[config.mk]
export PLATFORM = sky130hd
export DESIGN_NAME = conv_nxn_stream
export DESIGN_NICKNAME = d
export VERILOG_FILES = /design/src/rtl/conv_nxn_stream.sv
export SDC_FILE = /design/constraint.sdc
export NUM_CORES = 2
export LEC_CHECK = 0
export CELL_PAD_IN_SITES_DETAIL_PLACEMENT = 1
export CELL_PAD_IN_SITES_GLOBAL_PLACEMENT = 2
export CORE_MARGIN = 5
export CORE_UTILIZATION = 25
export DETAILED_ROUTE_END_ITERATION = 6
export GPL_TIMING_DRIVEN = 0
export HOLD_SLACK_MARGIN = 0.02
export MAX_ROUTING_LAYER = met4
export PLACE_DENSITY = 0.64
export SETUP_SLACK_MARGIN = 0.15
export SYNTH_ARGS = -nofsm -noshare
export SYNTH_HDL_FRONTEND = slang
export SYNTH_SLANG_ARGS = --single-unit
[constraint.sdc]
create_clock -name CLK100MHZ -period 10.98 [get_ports CLK100MHZ]
set_input_delay 1.647 -clock CLK100MHZ [delete_from_list [all_inputs] [get_ports CLK100MHZ]]
set_output_delay 1.647 -clock CLK100MHZ [all_outputs]
set_load 0.03 [all_outputs]
[src/rtl/conv_nxn_stream.sv]
// Streaming N x N 2-D convolver: shifts kernel/image columns in, two-stage multiply/sum pipeline.
// Optional CONV_ROUND_EN: round half-up before truncation, saturating on positive overflow.
module conv_nxn_stream #(
  parameter int BIT_LEN   = 8,
  parameter int M_LEN     = 3,
  parameter int CONV_LEN  = 20,
  parameter int CONV_LPOS = 13
) (
  input  logic                       CLK100MHZ,
  input  logic                       i_reset,
  input  logic [M_LEN*BIT_LEN-1:0]   i_data,
  input  logic                       i_selecK_I,
  input  logic                       i_sof,
  input  logic                       i_valid,
  output logic                       o_ready,
  output logic [CONV_LPOS-1:0]       o_data,
  output logic                       o_valid,
  input  logic                       i_ready
);

  localparam int FW  = $clog2(M_LEN + 1);
  localparam int PW  = 2 * BIT_LEN;
  localparam int NT  = M_LEN * M_LEN;
  localparam int CTR = M_LEN / 2;

  logic signed [BIT_LEN-1:0]  kernel_q [M_LEN][M_LEN];
  logic signed [BIT_LEN-1:0]  image_q  [M_LEN][M_LEN];
  logic        [FW-1:0]       fill_q, fill_d;
  logic signed [PW-1:0]       prod_q [NT];
  logic signed [PW-1:0]       prod_d [NT];
  logic signed [CONV_LEN-1:0] sum_raw, sum_d, sum_q;
  logic                       win_valid_q, s1_valid_q, valid_q;
  logic                       en, accept, k_acc, img_acc, launch;

  assign en      = !valid_q || i_ready;
  assign accept  = i_valid && en;
  assign k_acc   = accept && !i_selecK_I;
  assign img_acc = accept && i_selecK_I;
  assign o_ready = en;
  assign o_valid = valid_q;

  always_comb begin
    fill_d = fill_q;
    if (k_acc) begin
      fill_d = '0;
    end else if (img_acc) begin
      if (i_sof) begin
        fill_d = FW'(1);
      end else if (fill_q == FW'(M_LEN)) begin
        fill_d = fill_q;
      end else begin
        fill_d = fill_q + FW'(1);
      end
    end
  end

  assign launch = img_acc && (fill_d == FW'(M_LEN));

  // Column 0 is the oldest; a new column always enters at M_LEN-1.
  always_ff @(posedge CLK100MHZ or posedge i_reset) begin
    if (i_reset) begin
      for (int c = 0; c < M_LEN; c++) begin
        for (int r = 0; r < M_LEN; r++) begin
          kernel_q[c][r] <= '0;
          image_q[c][r]  <= '0;
        end
      end
      kernel_q[CTR][CTR] <= BIT_LEN'(1);
      fill_q <= '0;
    end else begin
      if (k_acc) begin
        for (int c = 0; c < M_LEN - 1; c++) begin
          for (int r = 0; r < M_LEN; r++) begin
            kernel_q[c][r] <= kernel_q[c+1][r];
          end
        end
        for (int r = 0; r < M_LEN; r++) begin
          kernel_q[M_LEN-1][r] <= i_data[r*BIT_LEN +: BIT_LEN];
        end
      end
      if (img_acc) begin
        for (int c = 0; c < M_LEN - 1; c++) begin
          for (int r = 0; r < M_LEN; r++) begin
            image_q[c][r] <= image_q[c+1][r];
          end
        end
        for (int r = 0; r < M_LEN; r++) begin
          image_q[M_LEN-1][r] <= i_data[r*BIT_LEN +: BIT_LEN];
        end
      end
      fill_q <= fill_d;
    end
  end

  always_comb begin
    for (int c = 0; c < M_LEN; c++) begin
      for (int r = 0; r < M_LEN; r++) begin
        prod_d[c*M_LEN + r] = PW'(kernel_q[c][r]) * PW'(image_q[c][r]);
      end
    end
  end

  always_comb begin
    sum_raw = '0;
    for (int i = 0; i < NT; i++) begin
      sum_raw = sum_raw + CONV_LEN'(prod_q[i]);
    end
  end

`ifdef CONV_ROUND_EN
  localparam logic signed [CONV_LEN-1:0] RndBias = CONV_LEN'(1) << (CONV_LEN - CONV_LPOS - 1);
  logic signed [CONV_LEN-1:0] sum_rnd;

  always_comb begin
    sum_rnd = sum_raw + RndBias;
    if (!sum_raw[CONV_LEN-1] && sum_rnd[CONV_LEN-1]) begin
      sum_d = {1'b0, {(CONV_LEN-1){1'b1}}};
    end else begin
      sum_d = sum_rnd;
    end
  end
`else
  always_comb begin
    sum_d = sum_raw;
  end
`endif

  // A launch flag trails the window update so products see the completed window.
  always_ff @(posedge CLK100MHZ or posedge i_reset) begin
    if (i_reset) begin
      win_valid_q <= 1'b0;
      s1_valid_q  <= 1'b0;
      valid_q     <= 1'b0;
      sum_q       <= '0;
      for (int i = 0; i < NT; i++) begin
        prod_q[i] <= '0;
      end
    end else if (en) begin
      win_valid_q <= launch;
      s1_valid_q  <= win_valid_q;
      valid_q     <= s1_valid_q;
      sum_q       <= sum_d;
      for (int i = 0; i < NT; i++) begin
        prod_q[i] <= prod_d[i];
      end
    end
  end

  assign o_data = {~sum_q[CONV_LEN-1], sum_q[CONV_LEN-2 -: CONV_LPOS-1]};

  logic unused_lsbs;
  assign unused_lsbs = ^sum_q[CONV_LEN-CONV_LPOS-1:0];

endmodule

# ---- Word-level counts from Yosys, hierarchy flattened
# Index checks and enable logic that the tools add are counted.
dict set report word_totals {
  mem_count 0
  rom_bits 0
  inputBits 30
  out_inout_bits 15
  elab_cells 64
  latch_bits 0
  regBits 313
  ram_bits 0
}
dict set report op_classes {
  bitwise_logic 1
  shifts 0
  eq_ne 2
  mux 4
  order_cmp 0
  n_reduce_logical 7
  n_mul 9
  div_mod_pow 0
  add_sub_neg 9
}
# operator n
set op_table {}
lappend op_table {{8-bit by 8-bit multiplier with 16-bit output} 9}
lappend op_table {{20-bit by 16-bit adder with 20-bit output} 4}
lappend op_table {{19-bit by 16-bit adder with 20-bit output} 1}
lappend op_table {{18-bit by 16-bit adder with 19-bit output} 1}
lappend op_table {{17-bit by 16-bit adder with 18-bit output} 1}
lappend op_table {{16-bit by 16-bit adder with 17-bit output} 1}
lappend op_table {{2-bit two-way mux} 4}
lappend op_table {{2-bit equality test, second input constant} 2}
lappend op_table {{1-bit logical AND} 4}
lappend op_table {{2-bit by 1-bit adder with 2-bit output, second input constant} 1}
lappend op_table {{1-bit logical NOT} 2}
lappend op_table {{1-bit logical OR} 1}
lappend op_table {{1-bit NOT} 1}

# ---- Logic depth before layout (Yosys ltp)
dict set report depth {
  depth_word 8
  depth_mapped 19
  depth_no_buf 18
}

# ---- Worst setup path after synthesis
# OpenSTA, ideal clock, no wires.
dict set report synth_path {
  path_type {input to output}
  start {input i_ready}
  end {output o_ready}
  required_ns 9.333
  arrival_ns 2.922
  n_path_buf 4
  stages 6
  path_slack_ns 6.411
  path_cell_list {nor2b_1 -> clkbuf_1 -> inv_1 -> clkbuf_1 -> clkbuf_1 -> clkbuf_1}
}
dict set report synth_via {
  elab_chain_cells 1
}
# item line
set synth_lines {}
lappend synth_lines {{from (decl)} 18} ;# input logic i_ready
lappend synth_lines {{1-bit logical OR} 35} ;# assign en = !valid_q || i_ready;
lappend synth_lines {{to (decl)} 15} ;# output logic o_ready,
# No other way between the ends.

# ---- Worst setup path in the final report
# Ends and elaborated chain as after synthesis.

==> impl_metrics.json <==
{
  "maxCapViolations": 0,
  "die_w_um": 393,
  "critPathMostFrequentCell": "clkbuf_1",
  "fin_hold_ws_ns": 0.463,
  "ctsHoldBuffers": 0,
  "finalMaxSlewViolations": 0,
  "drtPass1Iterations": 5,
  "grt_pass1_wl_mm": 169,
  "syn_avg_cell_area_um2": 9.82,
  "core-area_um2": 146000,
  "tightest_slew_ns": 1.33,
  "path_class": "input port to output port",
  "cp.arrival_ns": 5.66,
  "path_max_fanout": 10,
  "reg2regPathDepth": 17,
  "areaGrowthSynthToFinish_pct": 11.9,
  "synth-async-reset-ratio_pct": 100,
  "setup_viol": 0,
  "rrSetupSlack_ns": 6.00,
  "post_cts_resized": 0,
  "netlist_top_cells_area": "fa_1, dfrtp_1, ha_1, inv_1, and2_1",
  "crit_path_end_kind": "output port",
  "wl_per_cell_um": 18.5,
  "crit_path_top_delay_cell": "clkdlybuf4s50_1",
  "hold_depth": 2,
  "grt.total_usage_pct": 14.6,
  "post-cts-setup-buffers": 0,
  "drt_iter0_markers": 1019,
  "finalClockSkew_ns": 0.0384,
  "syn-instance-count": 3742,
  "clk_latency_ns": 0.62,
  "fin_ws_ns": 3.68,
  "grt_max_degree": 94,
  "tritoncts": "yes",
  "rows": 140,
  "drive_above_1_share_pct": 6.51,
  "io_buffers": 44,
  "routed_wl_mm": 107,
  "synth_edf_count": 0,
  "crit_buf_inv": 7,
  "io_pins": 45,
  "die-area_um2": 155000,
  "final_hold_viol_count": 0,
  "cts_root_buffer": "clkbuf_16",
  "cp_top_family": "buffers and inverters",
  "cp_cell_sequence": "clkdlybuf4s50_1, nor2b_1, clkbuf_1, inv_1, clkbuf_1, clkbuf_1, clkbuf_1, clkdlybuf4s50_1",
  "synth.distinct_cells": 56,
  "regToRegEndpoint": "prod_q[47]$_DFFE_PP0N_",
  "met3_usage_pct": 2.07,
  "syn-cell-area_um2": 36700,
  "final.fill_count": 16800,
  "min_path_type": "flop to flop",
  "synth_nets": 4659,
  "grt-busiest-layer": "met2",
  "dp_slack_ns": 3.68,
  "r2r_start": "kernel_q[23]$_DFFE_PP0P_",
  "rsz0062_at_grt": "false",
  "fin_crit_sh_pct": 66.5,
  "crit_path_max_incr_delay_ns": 0.91,
  "ys_ff_latch": 306,
  "first_global_vias": 27900,
  "multi_input_area_um2": 25300,
  "min_period_ns": 7.30,
  "critPathRequiredTime_ns": 9.33,
  "synthFlopType": "dfrtp_1",
  "crit_path_start_kind": "input port",
  "ant_nets": 0,
  "hold_path_end": "s1_valid_q$_DFFE_PP0N_",
  "dp_hpwl_mm": 88.2,
  "dieHeight_um": 393,
  "yosys_warnings": 0,
  "drcViolationCount": 0,
  "outcome": "finished, final reports clean",
  "htreeDepth": 2,
  "clock_path_buffers": 3,
  "use_met1_pct": 19.4,
  "start_util_pct": 25.2,
  "yosysSeqAreaShare_pct": 20.8,
  "ff_latch_area_um2": 7660,
  "synth_top_area_share_pct": 33.2,
  "grt_util_met2_pct": 24.0,
  "nets": 4751,
  "clock_sinks": 306,
  "vias_per_cell": 4.33,
  "fmax_ghz": 0.137,
  "gp_congestion": 0.863,
  "min_from": "s1_valid_q$_DFFE_PP0N_",
  "vias": 25100,
  "overflow": 0,
  "antenna_found_initial": 1,
  "cts.clk_slew.worst_paths_ns": 0.05,
  "synth_area_leader_cell": "fa_1",
  "cts_made_buffers": 43,
  "relSlewSlack_pct": 11.2
}
how the worst max path moves through the flow:
stage,startpoint,slack [ns],cells after the start,to
floorplan,i_reset,0.88,1,fill_q[0]$_DFF_PP0_
global placement,i_reset,-4.36,2,kernel_q[21]$_DFFE_PP0P_
detailed placement,i_ready,3.68,8,o_ready
CTS,i_ready,3.64,8,o_ready
global route,i_ready,3.60,8,o_ready
finish,i_ready,3.68,8,o_ready
placed cells by master, fill, tap and decap left out, types with 5 or more instances in the layout:
master           instances
a221oi_1                 5
xor2_1                  27
mux2_1                   7
nor2b_1                 12
clkbuf_1                83
nand2b_1                36
clkbuf_16               44
a21oi_1                132
clkinv_2                 9
o211ai_1                10
or2_2                    5
a211oi_1                 6
nor3b_1                 18
a41oi_1                  9
inv_1                  864
ha_1                   278
or3_1                    7
o31ai_1                 31
nand3_1                 32
nand2_1                330
buf_1                   11
mux2_2                 131
o21ai_0                 53
clkbuf_8                11
a21boi_1                 5
o21a_1                  20
a21o_1                  14
dfrtp_1                305
xnor2_1                 91
o21ai_1                 26
nand3b_1                16
clkdlybuf4s50_1         44
nor3_1                  20
buf_2                    9
and2_1                 369
and3_1                  12
a31o_2                   5
fa_1                   609
nor2_1                 110
buf_4                   12
synthesized netlist by cell type, types with 9 or more instances:
library cell	number
nand3_1	32
o21ai_1	26
xor2_1	27
nand2_1	330
nor2_1	110
clkbuf_1	78
a21oi_1	132
nor3_1	20
dfrtp_1	305
o21ai_0	53
nor3b_1	18
o21a_1	20
o211ai_1	10
nand2b_1	36
and2_1	369
mux2_2	131
xnor2_1	91
nand3b_1	16
fa_1	609
and3_1	12
buf_4	12
ha_1	278
nor2b_1	12
o31ai_1	31
a21o_1	14
buf_2	9
buf_1	11
inv_1	865
a41oi_1	9
metrics by stage:
stage                     area [um^2]  setup TNS [ns]  instances  utilization (%)
final                           41100               0       5787             28.2
after global routing            41100               0       5785             28.2
after CTS                       41100               0       5785             28.2
after detailed placement        39700               0       5706             27.2
after global placement          39600        -1304.94       5703             27.1
after floorplan                 36700               0       3742                -
sequential cells by signal, summed over array words and instances (netlist names):
signal and cells:
kernel_q 72, o_valid 1, s1_valid_q 1, sum_q 13, image_q 72, win_valid_q 1
prod_q 144, fill_q 2
worst reg2reg max path: cells and delay by family (launching register included):
family | cells | cell delay, ns
and+or+nand+nor | 1 | 0.17
xor gates and xnor gates | 1 | 0.53
buffers and inverters | 5 | 0.61
DFF | 1 | 0.32
AOI/OAI and AO/OA | 5 | 0.89
adders and majority gates | 5 | 2.29
cell families after synthesis:
logic type / Yosys count / share of synthesized area, %
AO/OA/AOI/OAI: 343 / 5.70
XOR/XNOR: 118 / 2.81
adder cells (fa/ha/maj): 887 / 42.7
buffers and inverters: 978 / 10.2
flip-flops: 306 / 20.8
multiplexers: 138 / 4.23
AND/OR/NAND/NOR: 972 / 13.5
metal layers:
metal,vias to the layer above,part of all wire [%]
met2,217,48
li1,11500,-
met1,13300,47
met5,-,0
met4,0,1.7
met3,71,3.3
layout make-up:
cell class	instances	area share, %
Multi-Input combinational cell	2458	61.6
Sequential cell	306	18.6
Inverter	865	7.92
Tap cell	1917	5.84
Clock buffer	61	3.05
Timing Repair Buffer	47	1.27
Buffer	113	1.25
Clock inverter	18	0.417
Antenna cell	2	0.0122
Power is left out: the tool's default activity adds up to more than one toggle a clock period on the data nets, which glitch-free logic cannot reach.
==> variant, RTL diff (same settings) <==
The parameter `M_LEN` goes from 3 to 2.
--- a/src/rtl/conv_nxn_stream.sv
+++ b/src/rtl/conv_nxn_stream.sv
@@ -3,5 +3,5 @@
 module conv_nxn_stream #(
   parameter int BIT_LEN   = 8,
-  parameter int M_LEN     = 3,
+  parameter int M_LEN     = 2,
   parameter int CONV_LEN  = 20,
   parameter int CONV_LPOS = 13
Interface: changed (resized i_data); port bits go from 45 to 37. No check against the original RTL was run, so the function may have changed too.
==> variant against the unedited design <==
Routed wire length down 60%; count of clock-buffer cells in the layout down 39; sequential cell count down 161; worst setup slack better by 1.4 ns; critical path depth down 1; synthesized area down 55%; register-to-register slack worse by 0.27 ns; first-iteration DRC count down 63%; design area down 55%; critical path type unchanged.
Power is not shown: default switching activity piles up to over one toggle a cycle in this logic, so the estimate is an artifact.
==> variant: results (changes against the unedited design) <==
Clock tree
  – Htree depth: 4 (+2)
  – Clk Latency, worst-skew pair: 0.47 ns (-0.15 ns)
  – Post-CTS Setup Repair Bufs: 0 (unchanged)
  – Root Buffer: clkbuf_16
  – Clock Pin Slew Worst Setup and Hold Paths: 0.06 ns
  – CTS buffer count: 17 (-60%)
  – Clock tree buffer depth: 2 (-1)
  – Post-cts resize count: 0 (unchanged)

Drt
  – 1st-iter DRT viols: 372 (-63%)
  – Met2 WL: 20.8 mm (-60%)
  – Vias: 11,100 (-56%)
  – Drt pass-1 iters: 4 (-1)
  – Top Metal Used: met4
  – Routed length on met3: 775 µm (-78%)
  – M1 WL: 20.9 mm (-58%)
  – Drt wl/cell: 16.7 µm (-9.9%)

Critical path
  – Reg2reg start: kernel_q[23]
  – Arrival @ worst endpoint: 4.28 ns (-1.38 ns)
  – Slowest library cell on the worst path: clkdlybuf4s50_1
  – R2R Setup Slk: 5.73 ns (-0.27 ns)
  – CP Max Fanout: 10 (unchanged)
  – Slowest stage delay, CP: 0.85 ns (-0.06 ns)
  – Crit Reg-Reg Endpoint: prod_q[46]
  – Register-to-Register Path Depth: 18 (+1)

Global route
  – M3 GR Usage: 1.89% (-0.17 points)
  – Gr usage total: 13.2% (-1.3 points)
  – Largest net degree at the start of global routing: 78 (-17%)
  – First-pass GRT wire length: 71.2 mm (-58%)
  – Vias in the first global route: 12,700 (-55%)
  – Met1 usage: 18.0% (-1.5 points)
  – Grt met2 use: 21.3% (-2.6 points)
  – Initial antenna violation count: 0 (-1)

Placement
  – Port-buffer cells: 36 (-18%)
  – Placed cells: 2,548 (-55%)
  – Detail Placement HPWL: 34.6 mm (-61%)
  – Routability Congestion: 0.831 (-3.7%)

Worst hold path
  – Type of the tightest min-delay check: flip-flop to flip-flop
  – Worst Hold Endpoint: fill_q[1]
  – Hold_sp: fill_q[1]
  – Worst Hold Depth: 2 (unchanged)

Run status
  – Outcome: finished, final reports clean

Synth
  – Sequential fraction of the synthesis area: 22.1% (+1.3 points)
  – Syn avg cell area: 9.96 µm² (+1.5%)
  – Synth area leaders: fa_1 31%, dfrtp_1 22%, ha_1 10%
  – Synth cell count leaders: 325 x inv_1, 252 x fa_1, 164 x and2_1, 149 x nand2_1, 144 x dfrtp_1
  – Syn_nets: 2,054 (-56%)
  – Main synth FF type: dfrtp_1
  – Synth warn: 0 (unchanged)
  – Yosys cell types: 49 (-13%)
  – Ys async rst share: 100% (unchanged)

Final layout
  – Layout cells sized above 1: 7.23% (+0.72 points)
  – Biggest regs: prod_q: 64 flops, image_q: 32 flops, kernel_q: 32 flops
  – Non-filler cells, final: 2,580 (-55%)

STA
  – Clk_skew: 0.0162 ns (-0.0222 ns)
  – Worst-margin pin slew: 1.02 ns (-0.312 ns)
variant: cell count changes in the layout (fill, tap and decap cells not counted), moves of 63 or more:
cell     before  now
inv_1       864  324
fa_1        609  252
and2_1      369  164
nand2_1     330  149
dfrtp_1     305  144
ha_1        278  133
a21oi_1     132   53
mux2_2      131   68
variant: layout make-up:
type                    count  area [µm²]
diodes                      1        2.50
plain buffers              37         164
clock buffers              22         484
clock inverters             9         106
fillers                  7563       46900
inverters                 326        1230
multi-input cells        1139       11400
flip-flops and latches    145        3630
well taps                 864        1080
repair buffers             37         388
variant: worst max-delay path by stage:
stage / from / to / slack [ns]
3_3_place_gp: i_reset / fill_q[1] / 3.01
5_1_grt: i_ready / o_ready / 4.99
4_1_cts: i_ready / o_ready / 5.07
6_report: i_ready / o_ready / 5.06
2_1_floorplan: i_reset / fill_q[0] / 5.44
3_5_place_dp: i_ready / o_ready / 5.08
variant: kinds of logic (layout without fill, tap and decap cells):
group	count (synthesis)	count (layout)	synth area share [%]
AO/OA/AOI/OAI	150	150	5.77
flip-flops	145	145	22.1
XOR/XNOR	63	63	3.36
other	0	1	0
multiplexers	68	68	4.67
buffers and inverters	363	431	8.46
AND/OR/NAND/NOR	473	473	14.7
adder cells (fa/ha/maj)	385	385	40.9
variant: per-stage QoR:
step / setup slack [ns] / hold slack [ns] / cell area (µm²)
after floorplan: 5.44 / 0.430 / 16400
after global placement: 3.01 / 0.445 / 17800
after CTS: 5.07 / 0.488 / 18500
after detailed placement: 5.08 / 0.449 / 17900
final: 5.06 / 0.480 / 18500
after global routing: 4.99 / 0.509 / 18500
variant: worst max-delay path: cells and delay by family:
kind / cells / cell delay, ns
buffers and inverters: 6 / 2.56
AND/OR/NAND/NOR: 1 / 0.04
